[config.mk]
export PLATFORM = sky130hd
export DESIGN_NAME = multicycle_control
export DESIGN_NICKNAME = d
export VERILOG_FILES = /design/src/rtl/simple_proc_pkg.sv /design/src/rtl/mem_wait_timer.sv /design/src/rtl/multicycle_control.sv
export SDC_FILE = /design/constraint.sdc
export NUM_CORES = 1
export LEC_CHECK = 0
export CORE_UTILIZATION = 42
export DETAILED_ROUTE_END_ITERATION = 6
export GPL_ROUTABILITY_DRIVEN = 0
export PLACE_DENSITY = 0.71
export SLEW_MARGIN = 20
export SYNTH_ARGS = -nofsm -noshare
export SYNTH_HDL_FRONTEND = slang
export SYNTH_HIERARCHICAL = 1
export SYNTH_SLANG_ARGS = --single-unit
[constraint.sdc]
create_clock -name i_clk -period 6.6 [get_ports i_clk]
set_input_delay 0.66 -clock i_clk [delete_from_list [all_inputs] [get_ports i_clk]]
set_output_delay 0.66 -clock i_clk [all_outputs]
set_load 0.01 [all_outputs]
[src/rtl/simple_proc_pkg.sv]
// Shared encodings for the multi-cycle processor control path.
package simple_proc_pkg;

  typedef enum logic [3:0] {
    S_FETCH    = 4'd0,
    S_DECODE   = 4'd1,
    S_EXEC_R   = 4'd2,
    S_R_WB     = 4'd3,
    S_MEM_ADDR = 4'd4,
    S_MEM_RD   = 4'd5,
    S_MEM_WB   = 4'd6,
    S_MEM_WR   = 4'd7,
    S_BRANCH   = 4'd8,
    S_JUMP     = 4'd9,
    S_FAULT    = 4'd10
  } state_t;

  localparam logic [1:0] ALUOP_ADD   = 2'b00;
  localparam logic [1:0] ALUOP_SUB   = 2'b01;
  localparam logic [1:0] ALUOP_FUNCT = 2'b10;

  localparam logic [1:0] SRCB_REG   = 2'b00;
  localparam logic [1:0] SRCB_FOUR  = 2'b01;
  localparam logic [1:0] SRCB_IMM   = 2'b10;
  localparam logic [1:0] SRCB_SHIFT = 2'b11;

  localparam logic [1:0] PCSRC_ALU    = 2'b00;
  localparam logic [1:0] PCSRC_ALUOUT = 2'b01;
  localparam logic [1:0] PCSRC_JUMP   = 2'b10;

  localparam logic [1:0] FAULT_NONE    = 2'b00;
  localparam logic [1:0] FAULT_ILLEGAL = 2'b01;
  localparam logic [1:0] FAULT_TIMEOUT = 2'b10;

  // States that wait on the memory ready handshake.
  function automatic logic is_mem_state(state_t s);
    return (s == S_FETCH) || (s == S_MEM_RD) || (s == S_MEM_WR);
  endfunction

endpackage

[src/rtl/mem_wait_timer.sv]
// Counts consecutive not-ready cycles of a memory access and flags the
// cycle in which the wait limit is reached. MEM_TIMEOUT = 0 disables it.
module mem_wait_timer #(
  parameter int MEM_TIMEOUT = 15
) (
  input  logic clk,
  input  logic rst,
  input  logic clear,
  input  logic count_en,
  input  logic ready,
  output logic timeout
);

  localparam int CW = (MEM_TIMEOUT > 2) ? $clog2(MEM_TIMEOUT) : 1;

  logic [CW-1:0] count;

  // Wait counter: restarts on every state change, advances while stalled.
  always_ff @(posedge clk) begin
    if (rst || clear) begin
      count <= '0;
    end else if (count_en && !ready) begin
      count <= count + 1'b1;
    end
  end

  generate
    if (MEM_TIMEOUT == 0) begin : g_off
      assign timeout = 1'b0;
    end else begin : g_on
      assign timeout = count_en && !ready && (count == CW'(MEM_TIMEOUT - 1));
    end
  endgenerate

endmodule

[src/rtl/multicycle_control.sv]
// Multi-cycle control FSM: sequences fetch/decode/execute/memory/write-back,
// drives datapath selects and strobes, detects faults, counts retirements.
//
//  state    | meaning
//  ---------+-----------------------------------------------
//  FETCH    | read instruction, PC+4; waits on memory ready
//  DECODE   | read registers, branch target; dispatch opcode
//  EXEC_R   | R-type ALU operation
//  R_WB     | R-type result to rd
//  MEM_ADDR | effective address for LW/SW
//  MEM_RD   | data read; waits on memory ready
//  MEM_WB   | load data to rt
//  MEM_WR   | data write; waits on memory ready
//  BRANCH   | compare and conditional PC update
//  JUMP     | PC <= jump target
//  FAULT    | illegal opcode or memory timeout; held until reset
module multicycle_control
  import simple_proc_pkg::*;
#(
  parameter int                  OPCODE_W    = 6,
  parameter logic [OPCODE_W-1:0] OP_ADD      = 6'b000001,
  parameter logic [OPCODE_W-1:0] OP_SW       = 6'b000010,
  parameter logic [OPCODE_W-1:0] OP_LW       = 6'b000100,
  parameter logic [OPCODE_W-1:0] OP_BEQ      = 6'b001000,
  parameter logic [OPCODE_W-1:0] OP_J        = 6'b010000,
  parameter int                  MEM_TIMEOUT = 15,
  parameter int                  CNT_W       = 16
) (
  input  logic                i_clk,
  input  logic                i_rst,
  input  logic [OPCODE_W-1:0] i_opcode,
  input  logic                i_memReady,
  output logic                o_PCWrite,
  output logic                o_PCWriteCond,
  output logic                o_IRWrite,
  output logic                o_regWrite,
  output logic                o_memRead,
  output logic                o_memWrite,
  output logic                o_IorD,
  output logic                o_regDst,
  output logic                o_memToReg,
  output logic                o_ALUSrcA,
  output logic [1:0]          o_ALUSrcB,
  output logic [1:0]          o_ALUop,
  output logic [1:0]          o_PCSource,
  output logic                o_fault,
  output logic [1:0]          o_faultCode,
  output logic [CNT_W-1:0]    o_retired,
  output logic [3:0]          o_state
);

  state_t     state, state_next;
  logic       is_lw;
  logic       timeout;
  logic       retire;
  logic [1:0] fault_code_next;

  mem_wait_timer #(
    .MEM_TIMEOUT(MEM_TIMEOUT)
  ) u_timer (
    .clk      (i_clk),
    .rst      (i_rst),
    .clear    (state_next != state),
    .count_en (is_mem_state(state)),
    .ready    (i_memReady),
    .timeout  (timeout)
  );

  // Leaving any terminal instruction state back to FETCH retires it.
  assign retire = (state_next == S_FETCH) &&
                  ((state == S_R_WB) || (state == S_MEM_WB) || (state == S_MEM_WR) ||
                   (state == S_BRANCH) || (state == S_JUMP));

  // State, latched load/store choice, fault code and retire counter.
  always_ff @(posedge i_clk) begin
    if (i_rst) begin
      state       <= S_FETCH;
      is_lw       <= 1'b0;
      o_faultCode <= FAULT_NONE;
      o_retired   <= '0;
    end else begin
      state       <= state_next;
      o_faultCode <= fault_code_next;
      if (state == S_DECODE) begin
        is_lw <= (i_opcode == OP_LW);
      end
      if (retire) begin
        o_retired <= o_retired + 1'b1;
      end
    end
  end

  // Next-state and per-state output decode; write strobes masked in reset.
  always_comb begin
    state_next      = state;
    fault_code_next = o_faultCode;
    o_PCWrite       = 1'b0;
    o_PCWriteCond   = 1'b0;
    o_IRWrite       = 1'b0;
    o_regWrite      = 1'b0;
    o_memRead       = 1'b0;
    o_memWrite      = 1'b0;
    o_IorD          = 1'b0;
    o_regDst        = 1'b0;
    o_memToReg      = 1'b0;
    o_ALUSrcA       = 1'b0;
    o_ALUSrcB       = SRCB_REG;
    o_ALUop         = ALUOP_ADD;
    o_PCSource      = PCSRC_ALU;
    case (state)
      S_FETCH: begin
        o_memRead  = 1'b1;
        o_ALUSrcB  = SRCB_FOUR;
        o_IRWrite  = i_memReady;
        o_PCWrite  = i_memReady;
        if (i_memReady) begin
          state_next = S_DECODE;
        end else if (timeout) begin
          state_next      = S_FAULT;
          fault_code_next = FAULT_TIMEOUT;
        end
      end
      S_DECODE: begin
        o_ALUSrcB = SRCB_SHIFT;
        if (i_opcode == OP_ADD) begin
          state_next = S_EXEC_R;
        end else if ((i_opcode == OP_LW) || (i_opcode == OP_SW)) begin
          state_next = S_MEM_ADDR;
        end else if (i_opcode == OP_BEQ) begin
          state_next = S_BRANCH;
        end else if (i_opcode == OP_J) begin
          state_next = S_JUMP;
        end else begin
          state_next      = S_FAULT;
          fault_code_next = FAULT_ILLEGAL;
        end
      end
      S_EXEC_R: begin
        o_ALUSrcA  = 1'b1;
        o_ALUop    = ALUOP_FUNCT;
        state_next = S_R_WB;
      end
      S_R_WB: begin
        o_regDst   = 1'b1;
        o_regWrite = 1'b1;
        state_next = S_FETCH;
      end
      S_MEM_ADDR: begin
        o_ALUSrcA  = 1'b1;
        o_ALUSrcB  = SRCB_IMM;
        state_next = is_lw ? S_MEM_RD : S_MEM_WR;
      end
      S_MEM_RD: begin
        o_memRead = 1'b1;
        o_IorD    = 1'b1;
        if (i_memReady) begin
          state_next = S_MEM_WB;
        end else if (timeout) begin
          state_next      = S_FAULT;
          fault_code_next = FAULT_TIMEOUT;
        end
      end
      S_MEM_WB: begin
        o_memToReg = 1'b1;
        o_regWrite = 1'b1;
        state_next = S_FETCH;
      end
      S_MEM_WR: begin
        o_memWrite = 1'b1;
        o_IorD     = 1'b1;
        if (i_memReady) begin
          state_next = S_FETCH;
        end else if (timeout) begin
          state_next      = S_FAULT;
          fault_code_next = FAULT_TIMEOUT;
        end
      end
      S_BRANCH: begin
        o_ALUSrcA     = 1'b1;
        o_ALUop       = ALUOP_SUB;
        o_PCWriteCond = 1'b1;
        o_PCSource    = PCSRC_ALUOUT;
        state_next    = S_FETCH;
      end
      S_JUMP: begin
        o_PCWrite  = 1'b1;
        o_PCSource = PCSRC_JUMP;
        state_next = S_FETCH;
      end
      S_FAULT: begin
        state_next = S_FAULT;
      end
      default: begin
        state_next = S_FETCH;
      end
    endcase
    if (i_rst) begin
      o_PCWrite     = 1'b0;
      o_PCWriteCond = 1'b0;
      o_IRWrite     = 1'b0;
      o_regWrite    = 1'b0;
      o_memWrite    = 1'b0;
    end
  end

  assign o_fault = (state == S_FAULT);
  assign o_state = state;

endmodule

-- After elaboration in Yosys (flattened, before gate mapping)
Cells that the tools add are included.
Widths: inputs -> output; s select.
- output and inout bits: 39
- bits in registers: 27
- word-level logic and storage cells: 86
- input bits: 9
- reductions and logical operators: 21
- muxes and demuxes: 35
- $add $sub $neg: 2
- equal/unequal tests: 23
- operators with widths (kind ; number):
    $pmux 4 s7 ; 1
    $mux 4 ; 6
    $mux 2 ; 9
    $add 16x1->16 const B ; 1
    $eq 4x3->1 const B ; 4
    $eq 4x4->1 const B ; 4
    $mux 1 ; 14
    $pmux 2 s2 ; 3
    $ne 2x2->1 const B ; 5
    $eq 4x2->1 const B ; 2
    $logic_not 4->1 ; 2
    $logic_or 1x1->1 ; 8
    $reduce_and 7->1 ; 1
    $eq 6x1->1 const B ; 1
    $eq 6x2->1 const B ; 1
    $eq 6x3->1 const B ; 1
    $eq 6x4->1 const B ; 1
    $eq 6x5->1 const B ; 1
    $pmux 2 s3 ; 1
    $reduce_or 2->1 ; 3
    $reduce_or 3->1 ; 2
    $add 4x1->4 const B ; 1
    $eq 4x1->1 const B ; 1
    $ne 4x4->1 ; 1
    other kinds (5) ; 7

-- Depth between registers and ports, before layout
Gate-level depths: netlist of the first run.
- word-level depth: 10
- gate-level depth with buffers: 13
- gate-level depth less buffers: 12

-- Cells and area by module
The synthesis of the first run kept the hierarchy.
- by module, submodules not included (module ; cells each ; seq. area each (µm²) ; times used ; area each (µm²)):
    multicycle_control ; 193 ; 460.4 ; 1 ; 1510.2
    mem_wait_timer ; 21 ; 80.1 ; 1 ; 219.0

-- Worst setup path before layout of the first run
No wires, ideal clock.
- kind: register -> register
- from: register state[2], in the netlist o_state[2]
- to: register u_timer.count[3]
- period minus slack after synthesis: 2681 ps
- setup time: 72 ps
- path slack: 3919 ps
- arrival: 2609 ps
- required time: 6528 ps
- path buffers: 1
- cell stages (with the launch flop): 13
- path through: dfxtp_1 -> buf_2 -> or3_1 -> a21oi_1 -> nor2b_4 -> and4_2 -> nor3b_1 -> o22ai_1 -> o2bb2ai_1 -> xnor2_1 -> o2111ai_1 -> or3_1 -> mux2i_1
- cells in the longest elaborated chain, start to end: 10
- elaborated cells between the ends (all ways): 18
- those cells by class: eq/ne: 7; mux: 5; reduce/logical: 6
- ends and longest elaborated chain (element ; line ; source):
    from (decl) ; multicycle_control.sv:52 ; state_t state, state_next;
    from (signal assigned) ; multicycle_control.sv:82 ; state <= state_next;
    $eq 4x3->1 / $logic_not 4->1 (equally long branches) ; simple_proc_pkg.sv:37 ; return (s == S_FETCH) || (s == S_MEM_RD) || (s == S_MEM_WR);
    $logic_or 1x1->1 ; simple_proc_pkg.sv:37 ;
    $logic_or 1x1->1 * ; simple_proc_pkg.sv:37 ;
    $logic_and 1x1->1 * (2 in a row) ; mem_wait_timer.sv:31 ; assign timeout = count_en && !ready && (count == CW'(MEM_TIMEOUT - 1));
    named net timeout ; multicycle_control.sv:54 ; logic timeout;
    $mux 4 * ; multicycle_control.sv:118, multicycle_control.sv:158, multicycle_control.sv:173 ;
    $mux 4, on equally long branches ; multicycle_control.sv:171, multicycle_control.sv:116, multicycle_control.sv:156 ;
    $pmux 4 s7 * ; multicycle_control.sv:110 ; case (state)
    $ne 4x4->1 * ; multicycle_control.sv:63 ; .clear (state_next != state),
    $logic_or 1x1->1 * ; mem_wait_timer.sv:20 ; if (rst || clear) begin
    to (signal assigned) ; mem_wait_timer.sv:23 ; count <= count + 1'b1;
    to (decl) ; mem_wait_timer.sv:16 ; logic [CW-1:0] count;
Mark *: on every way through the listed nets, which the timed path passes. The rest lies on a longest branch.
A chain may end at the register's enable or synchronous reset.

-- Worst setup path after layout of the first run
- from: input port i_rst
- to: output port o_PCWrite
- cells in the longest elaborated chain, start to end: 1
- ends and longest elaborated chain (element ; line ; source):
    from (decl) ; multicycle_control.sv:30 ; input logic i_rst,
    $mux 1 ; multicycle_control.sv:197 ; if (i_rst) begin
    to (decl) ; multicycle_control.sv:33 ; output logic o_PCWrite,
No other way between the ends.

==> flow_summary.yaml, run 1 <==
clock_network:
  clkSinkCount: 27
  hold_buffers: 0
  clk_latency_ns: 0.28
  cts-root-buf: "clkbuf_8"
  cts.clk_slew.worst_paths_ns: 0.10
  cts_setup_buffers: 0
  cts_tree: "done"
  cts-buffers-inserted: 3
  clockBufferDepth: 2
  post_cts_resized: 0
  htree_num_levels: 1
pwr:
  internal_power_uw: 255.5
  p_sw_uw: 110.4
  power.density_mw_per_mm2: 163.1
  p_seq_share_pct: 49.0
  vdd_drop_max_mv: 0.1141
  p_sw_share_pct: 30.17
  p_leak_uw: 0.0007646
  clockPowerShare_pct: 27.3
  combPwrFrac_pct: 23.7
floorplanning:
  start_util_pct: 45.52
  rows: 22
  ios: 48
  core_area_mm2: 0.003799
  die_w_um: 66.17
  die_y_um: 66.17
  design.die.area_mm2: 0.004378
timing:
  finalSetupViolations: 0
  min_period_over_period_pct: 48.72
  rsz0062_at_grt: "false"
  finalMaxSlewViolations: 0
  hold_ws_ns: 0.4698
  slew_headroom_pct: 46.88
  worstMarginPinSlew_ns: 0.7968
  fmax_mhz: 311.0
  fin_crit_ns: 3.215
  finalClockSkew_ns: 0.004258
  hold_viol: 0
  fin_tns_setup_ns: 0
placement:
  post_dp_cell_area_mm2: 0.002193
  numPortBuffers: 47
  hpwl_um: 2965
cells_and_area:
  ff_latch_area_um2: 540.5
  n_fill_cell: 335
  fin_nets: 266
  multi_input_area_mm2: 0.001085
  diodes: 0
  layout-drive-gt1-share_pct: 7.510
  area_growth_pct: 29.74
  fin_area_mm2: 0.002243
  final_util_pct: 59.06
worst_setup_path:
  cp-start-kind: "input pin"
  reg2reg_to: "u_timer/count[3]"
  crit_start: "i_rst"
  r2r_cells: 11
  worstReg2RegStart: "o_state[2]"
  cp.arrival_ns: 2.56
  path_class: "in -> out"
  cp_data_required_time_ns: 5.94
  critPathMaxFanout: 34
  critical_path.endpoint: "o_PCWrite"
  cp-end-kind: "output pin"
  reg2reg_slack_ns: 3.45
global_routing:
  gr-total-overflow: 0
  antenna_found_initial: 0
  grt_pass1_wl_um: 6900
  grt_pass1_vias: 1449
  track_usage_pct: 20.17
  grt_max_degree: 35
yosys:
  syn-instance-count: 214
  synth_most_common_cell: "dfxtp_1"
  async_reset_ff_share_pct: 0
  avgSynthCellArea_um2: 8.080
  synth.distinct_cells: 55
  yosysTopAreaCell: "dfxtp_1"
  syn_area_mm2: 0.001729
  ys_seq_area_share_pct: 31.26
  syn-num-nets: 226
  yosysTopAreaCellShare_pct: 31.26
  yosysWarningCount: 6
  synth_ff_type: "dfxtp_1"
  synthTopCellsByCount: "dfxtp_1 (27), a21oi_1 (20), nor2_1 (16)"
  synth_edf_count: 0
  synth_top_cells_by_area: "dfxtp_1 (31%), a21oi_1 (5.8%), nor3_1 (3.8%)"
  ys_ff_latch: 27
drt:
  wl_um: 4134
  drc: 0
  first_iter_violations: 127
  avgViaCountPerCell: 5.575
  dr.pass1.iters: 4
  vias: 1678
  wire_per_inst_um: 13.73
  ant_nets: 0
min_path:
  hp-start: "o_faultCode[0]"
  min_path_type: "reg -> reg"
outcome:
  outcome: "complete, no violations"
run:
  max_cap_viol_count: 0
[layout by cell type, fill, tap and decap left out, types with 5 or more instances in the layout]
cell type	instances
o31ai_1	6
nand2_1	11
nand2b_1	6
nor2_1	16
inv_1	8
a21oi_1	20
or4_1	6
clkdlybuf4s50_1	47
nor2b_1	7
dfxtp_1	27
nor3_1	13
o21ai_0	6
nand3_1	10
nand4_1	5
[how the worst min path moves through the flow]
stage	end	slack, ns	depth (start not counted)
2_1_floorplan	u_timer/count[3]	0.44	2
3_3_place_gp	o_faultCode[0]	0.46	2
3_5_place_dp	o_faultCode[0]	0.45	2
4_1_cts	o_faultCode[0]	0.47	2
5_1_grt	o_faultCode[0]	0.49	2
6_report	o_faultCode[0]	0.47	2
[stage by stage]
stage	power, µW	cells	setup WS, ns
2_1_floorplan	234.6	214	3.919
3_3_place_gp	269.2	297	3.419
3_5_place_dp	270.0	297	3.281
4_1_cts	370.2	301	3.381
5_1_grt	386.6	301	3.171
6_report	365.9	301	3.385
[power by group through the flow]
stage	registers (µW)	logic, µW	clock network [µW]
after floorplan	177	57.4	0
after global placement	183	86.2	0
after detailed placement	183	87.0	0
after CTS	179	87.3	104
after global routing	181	96.0	110
final	179	86.8	99.7
[sequential cells by signal, summed over array words and instances (netlist names)]
signal and cells:
o_faultCode 2, u_timer/count 4, o_retired 16, is_lw 1, o_state 4
[critical path: stages]
cell and delay [ns]:
clkdlybuf4s50_1 0.40, buf_4 0.24, nor3_1 0.18, nor4b_1 0.35, a21o_1 0.15, clkdlybuf4s50_1 0.54
[cell type report]
cell class                 count  area share (%)
clock buffer                   3           1.840
sequential                    27           24.09
clock inverter                 1          0.3904
inverter                       8           1.339
tap                           48           2.677
multi-input combinational    166           48.35
timing repair buffer          48           21.31
[metal layers]
| layer | up-vias | part of all wire, % | track usage (%) |
|---|---|---|---|
| met2 | 44 | 42 | 28.70 |
| met5 | - | 0 | 0 |
| met3 | 2 | 5.2 | 3.966 |
| met4 | 0 | 0.41 | 3.457 |
| li1 | 868 | - | - |
| met1 | 764 | 52 | 31.10 |
[cells by family after synthesis]
logic type | after synthesis | synth area share, %
muxes | 7 | 4.341
and+or+nand+nor | 101 | 34.59
adders and majority gates | 3 | 2.171
buffers and inverters | 21 | 6.006
DFF | 27 | 31.26
xor gates and xnor gates | 8 | 4.052
AOI/OAI and AO/OA | 47 | 17.58
Power figures use the tool's default switching activity.
==> run 2: changes to the inputs <==
--- a/config.mk
+++ b/config.mk
@@ -8,7 +8,7 @@
 export CORE_UTILIZATION = 42
 export DETAILED_ROUTE_END_ITERATION = 6
 export GPL_ROUTABILITY_DRIVEN = 0
-export PLACE_DENSITY = 0.71
+export PLACE_DENSITY = 0.74
 export SLEW_MARGIN = 20
 export SYNTH_ARGS = -nofsm -noshare
 export SYNTH_HDL_FRONTEND = slang
==> constraint.sdc (replaced) <==
create_clock -name i_clk -period 2.7 [get_ports i_clk]
set_input_delay 0.27 -clock i_clk [delete_from_list [all_inputs] [get_ports i_clk]]
set_output_delay 0.27 -clock i_clk [all_outputs]
set_load 0.01 [all_outputs]
==> run 2 against run 1 <==
Net effect: worst hold slack gained 0.0023 ns; die area is the same; sequential share of layout area shrank 0.78 points; via count grew 4.1%; worst setup slack lost 3.2 ns; critical endpoint is now u_timer/count[3]; highest routed layer unchanged.
==> flow_summary.yaml, run 2 (same netlist as run 1, synthesis figures left out) <==
cells_and_area:
  layout-drive-gt1-share_pct: 11.41
  diodes: 0
  post_layout_nonfiller_instances: 311
  area_growth_pct: 34.08
  fin_area_mm2: 0.002318
  final_common_cell: "clkdlybuf4s50_1"
  final_cell_mix: "clkdlybuf4s50_1 (47), dfxtp_1 (27), a21oi_1 (19)"
  regMostFlops: "o_retired"
  largest_reg_flops: 16
  final_util_pct: 61.03
  fin_nets: 276
timing:
  fin_tns_setup_ns: 0
  finalClockSkew_ns: 0.004359
  slew_headroom_pct: 66.24
  rsz0062_at_grt: "false"
  min_period_over_period_pct: 93.99
  fin_crit_ns: 2.538
  fmax_mhz: 394.1
  hold_viol: 0
  finalMaxSlewViolations: 0
  setup_slack_ns: 0.1624
  finalSetupViolations: 0
  worstMarginPinSlew_ns: 0.4993
clock_network:
  cts-buffers-inserted: 3
  cts_tree: "done"
  cts.clk_slew.worst_paths_ns: 0.09
  htree_num_levels: 1
  clkSinkCount: 27
  hold_buffers: 0
  clk_latency_ns: 0.27
  cts-root-buf: "clkbuf_8"
  clockBufferDepth: 2
floorplanning:
  rows: 22
  design.die.area_mm2: 0.004378
  start_util_pct: 45.52
  die_y_um: 66.17
  core_area_mm2: 0.003799
  die_w_um: 66.17
  ios: 48
worst_setup_path:
  worst-path-buf-inv: 0
  critical_path.endpoint: "u_timer/count[3]"
  cp-end-kind: "flip-flop"
  cp_top_family: "simple AND/OR/NAND/NOR gates"
  worstReg2RegStart: "o_state[2]"
  cpPeakStageDelay_ns: 0.38
  crit_top_cell: "or3_1"
  crit_start: "o_state[2]"
  worst-path-stages: 11
  cp-start-kind: "flip-flop"
  cp.arrival_ns: 2.75
  cp_data_required_time_ns: 2.91
  r2r_cells: 11
  critPathMaxFanout: 4
  reg2reg_to: "u_timer/count[3]"
  reg2reg_slack_ns: 0.16
  crit_chain: "or3_1 > a21oi_2 > nor2b_4 > and4_2 > nor3b_1 > o22ai_1 > o2bb2ai_1 > xnor2_1 > o2111ai_1 > or3_1 > mux2i_1"
  path_class: "reg -> reg"
  slowest_stage: "or3_1"
drt:
  drc: 0
  ant_nets: 0
  avgViaCountPerCell: 5.617
  first_iter_violations: 113
  dr.pass1.iters: 4
  vias: 1747
  wire_per_inst_um: 13.86
  wl_um: 4312
pwr:
  combPwrFrac_pct: 28.3
  vdd_drop_max_mv: 0.3635
  p_sw_share_pct: 29.63
  p_seq_share_pct: 46.3
  p_sw_uw: 268.8
  internal_power_uw: 638.5
  clockPowerShare_pct: 25.4
  p_leak_uw: 0.0008155
  power.density_mw_per_mm2: 391.3
global_routing:
  antenna_found_initial: 0
  grt_pass1_vias: 1577
  track_usage_pct: 20.75
  gr-total-overflow: 0
  grt_pass1_wl_um: 7155
  grt_max_degree: 34
outcome:
  outcome: "complete, no violations"
placement:
  dp.cells: 306
  hpwl_um: 3118
  post-place-ws_ns: 0.07167
  post_dp_cell_area_mm2: 0.002261
  numPortBuffers: 47
run:
  max_cap_viol_count: 0
min_path:
  min_path_type: "reg -> reg"
-- run 2: cell count changes in the layout (fill, tap and decap cells not counted), sizes merged --
cell / change
clkinv: +1
inv: -1
buf: +10
-- run 2: layout make-up --
cell class / count / area [µm²]
Multi-Input combinational cell: 166 / 1089
Sequential cell: 27 / 540.5
Inverter: 8 / 30.03
Clock inverter: 1 / 5.005
Timing Repair Buffer: 58 / 553.0
Fill cell: 373 / 1480
Clock buffer: 3 / 41.29
Tap cell: 48 / 60.06
-- run 2: what timing repair did --
action / in CTS / in global routing
gates resized for setup: 0 / 1
setup buffers: 0 / 1
setup endpoints to repair: 0 / 3
endpoints found under the hold margin: 0 / 0
-- run 2: worst min-delay path by stage --
| stage | endpoint | cells past startpoint | startpoint | slack (ns) |
|---|---|---|---|---|
| 2_1_floorplan | u_timer/count[1] | 1 | i_rst | 0.35 |
| 6_report | o_faultCode[0] | 2 | o_faultCode[0] | 0.47 |
| 3_5_place_dp | o_faultCode[0] | 2 | o_faultCode[0] | 0.46 |
| 4_1_cts | o_faultCode[0] | 2 | o_faultCode[0] | 0.48 |
| 5_1_grt | o_faultCode[0] | 2 | o_faultCode[0] | 0.49 |
| 3_3_place_gp | o_faultCode[0] | 2 | o_faultCode[0] | 0.45 |
-- run 2: layer usage --
metal / GRT usage, % / up-vias / part of all wire (%)
li1: - / 882 / -
met1: 28.93 / 809 / 49
met2: 33.16 / 52 / 45
met3: 4.138 / 4 / 5.2
met4: 3.723 / 0 / 0.74
met5: 0 / - / 0
-- run 2: metrics by stage --
step / total power, µW / hold WS (ns)
global route: 956.5 / 0.4910
CTS: 910.7 / 0.4752
global placement: 675.2 / 0.4498
detailed placement: 678.3 / 0.4577
finish: 907.3 / 0.4722
floorplan: 573.4 / 0.3460
-- run 2: power by group through the flow --
stage | logic, µW | clock network [µW] | registers [µW]
final | 256 | 231 | 420
after CTS | 251 | 240 | 420
after global placement | 247 | 0 | 428
after global routing | 280 | 255 | 422
after floorplan | 140 | 0 | 433
after detailed placement | 250 | 0 | 429
-- run 2: tightest hold or removal path, delay by kind of cell (launching register included) --
family	cells	cell delay, ns
DFF	1	0.33
and+or+nand+nor	1	0.05
AOI/OAI and AO/OA	1	0.05
==> run 3: changes to the inputs <==
--- a/config.mk
+++ b/config.mk
@@ -5,6 +5,7 @@
 export SDC_FILE = /design/constraint.sdc
 export NUM_CORES = 1
 export LEC_CHECK = 0
+export CAP_MARGIN = 20
 export CORE_UTILIZATION = 42
 export DETAILED_ROUTE_END_ITERATION = 6
 export GPL_ROUTABILITY_DRIVEN = 0
==> results of run 3 <==
Final layout, timing and power as in run 2 (identical DEF).
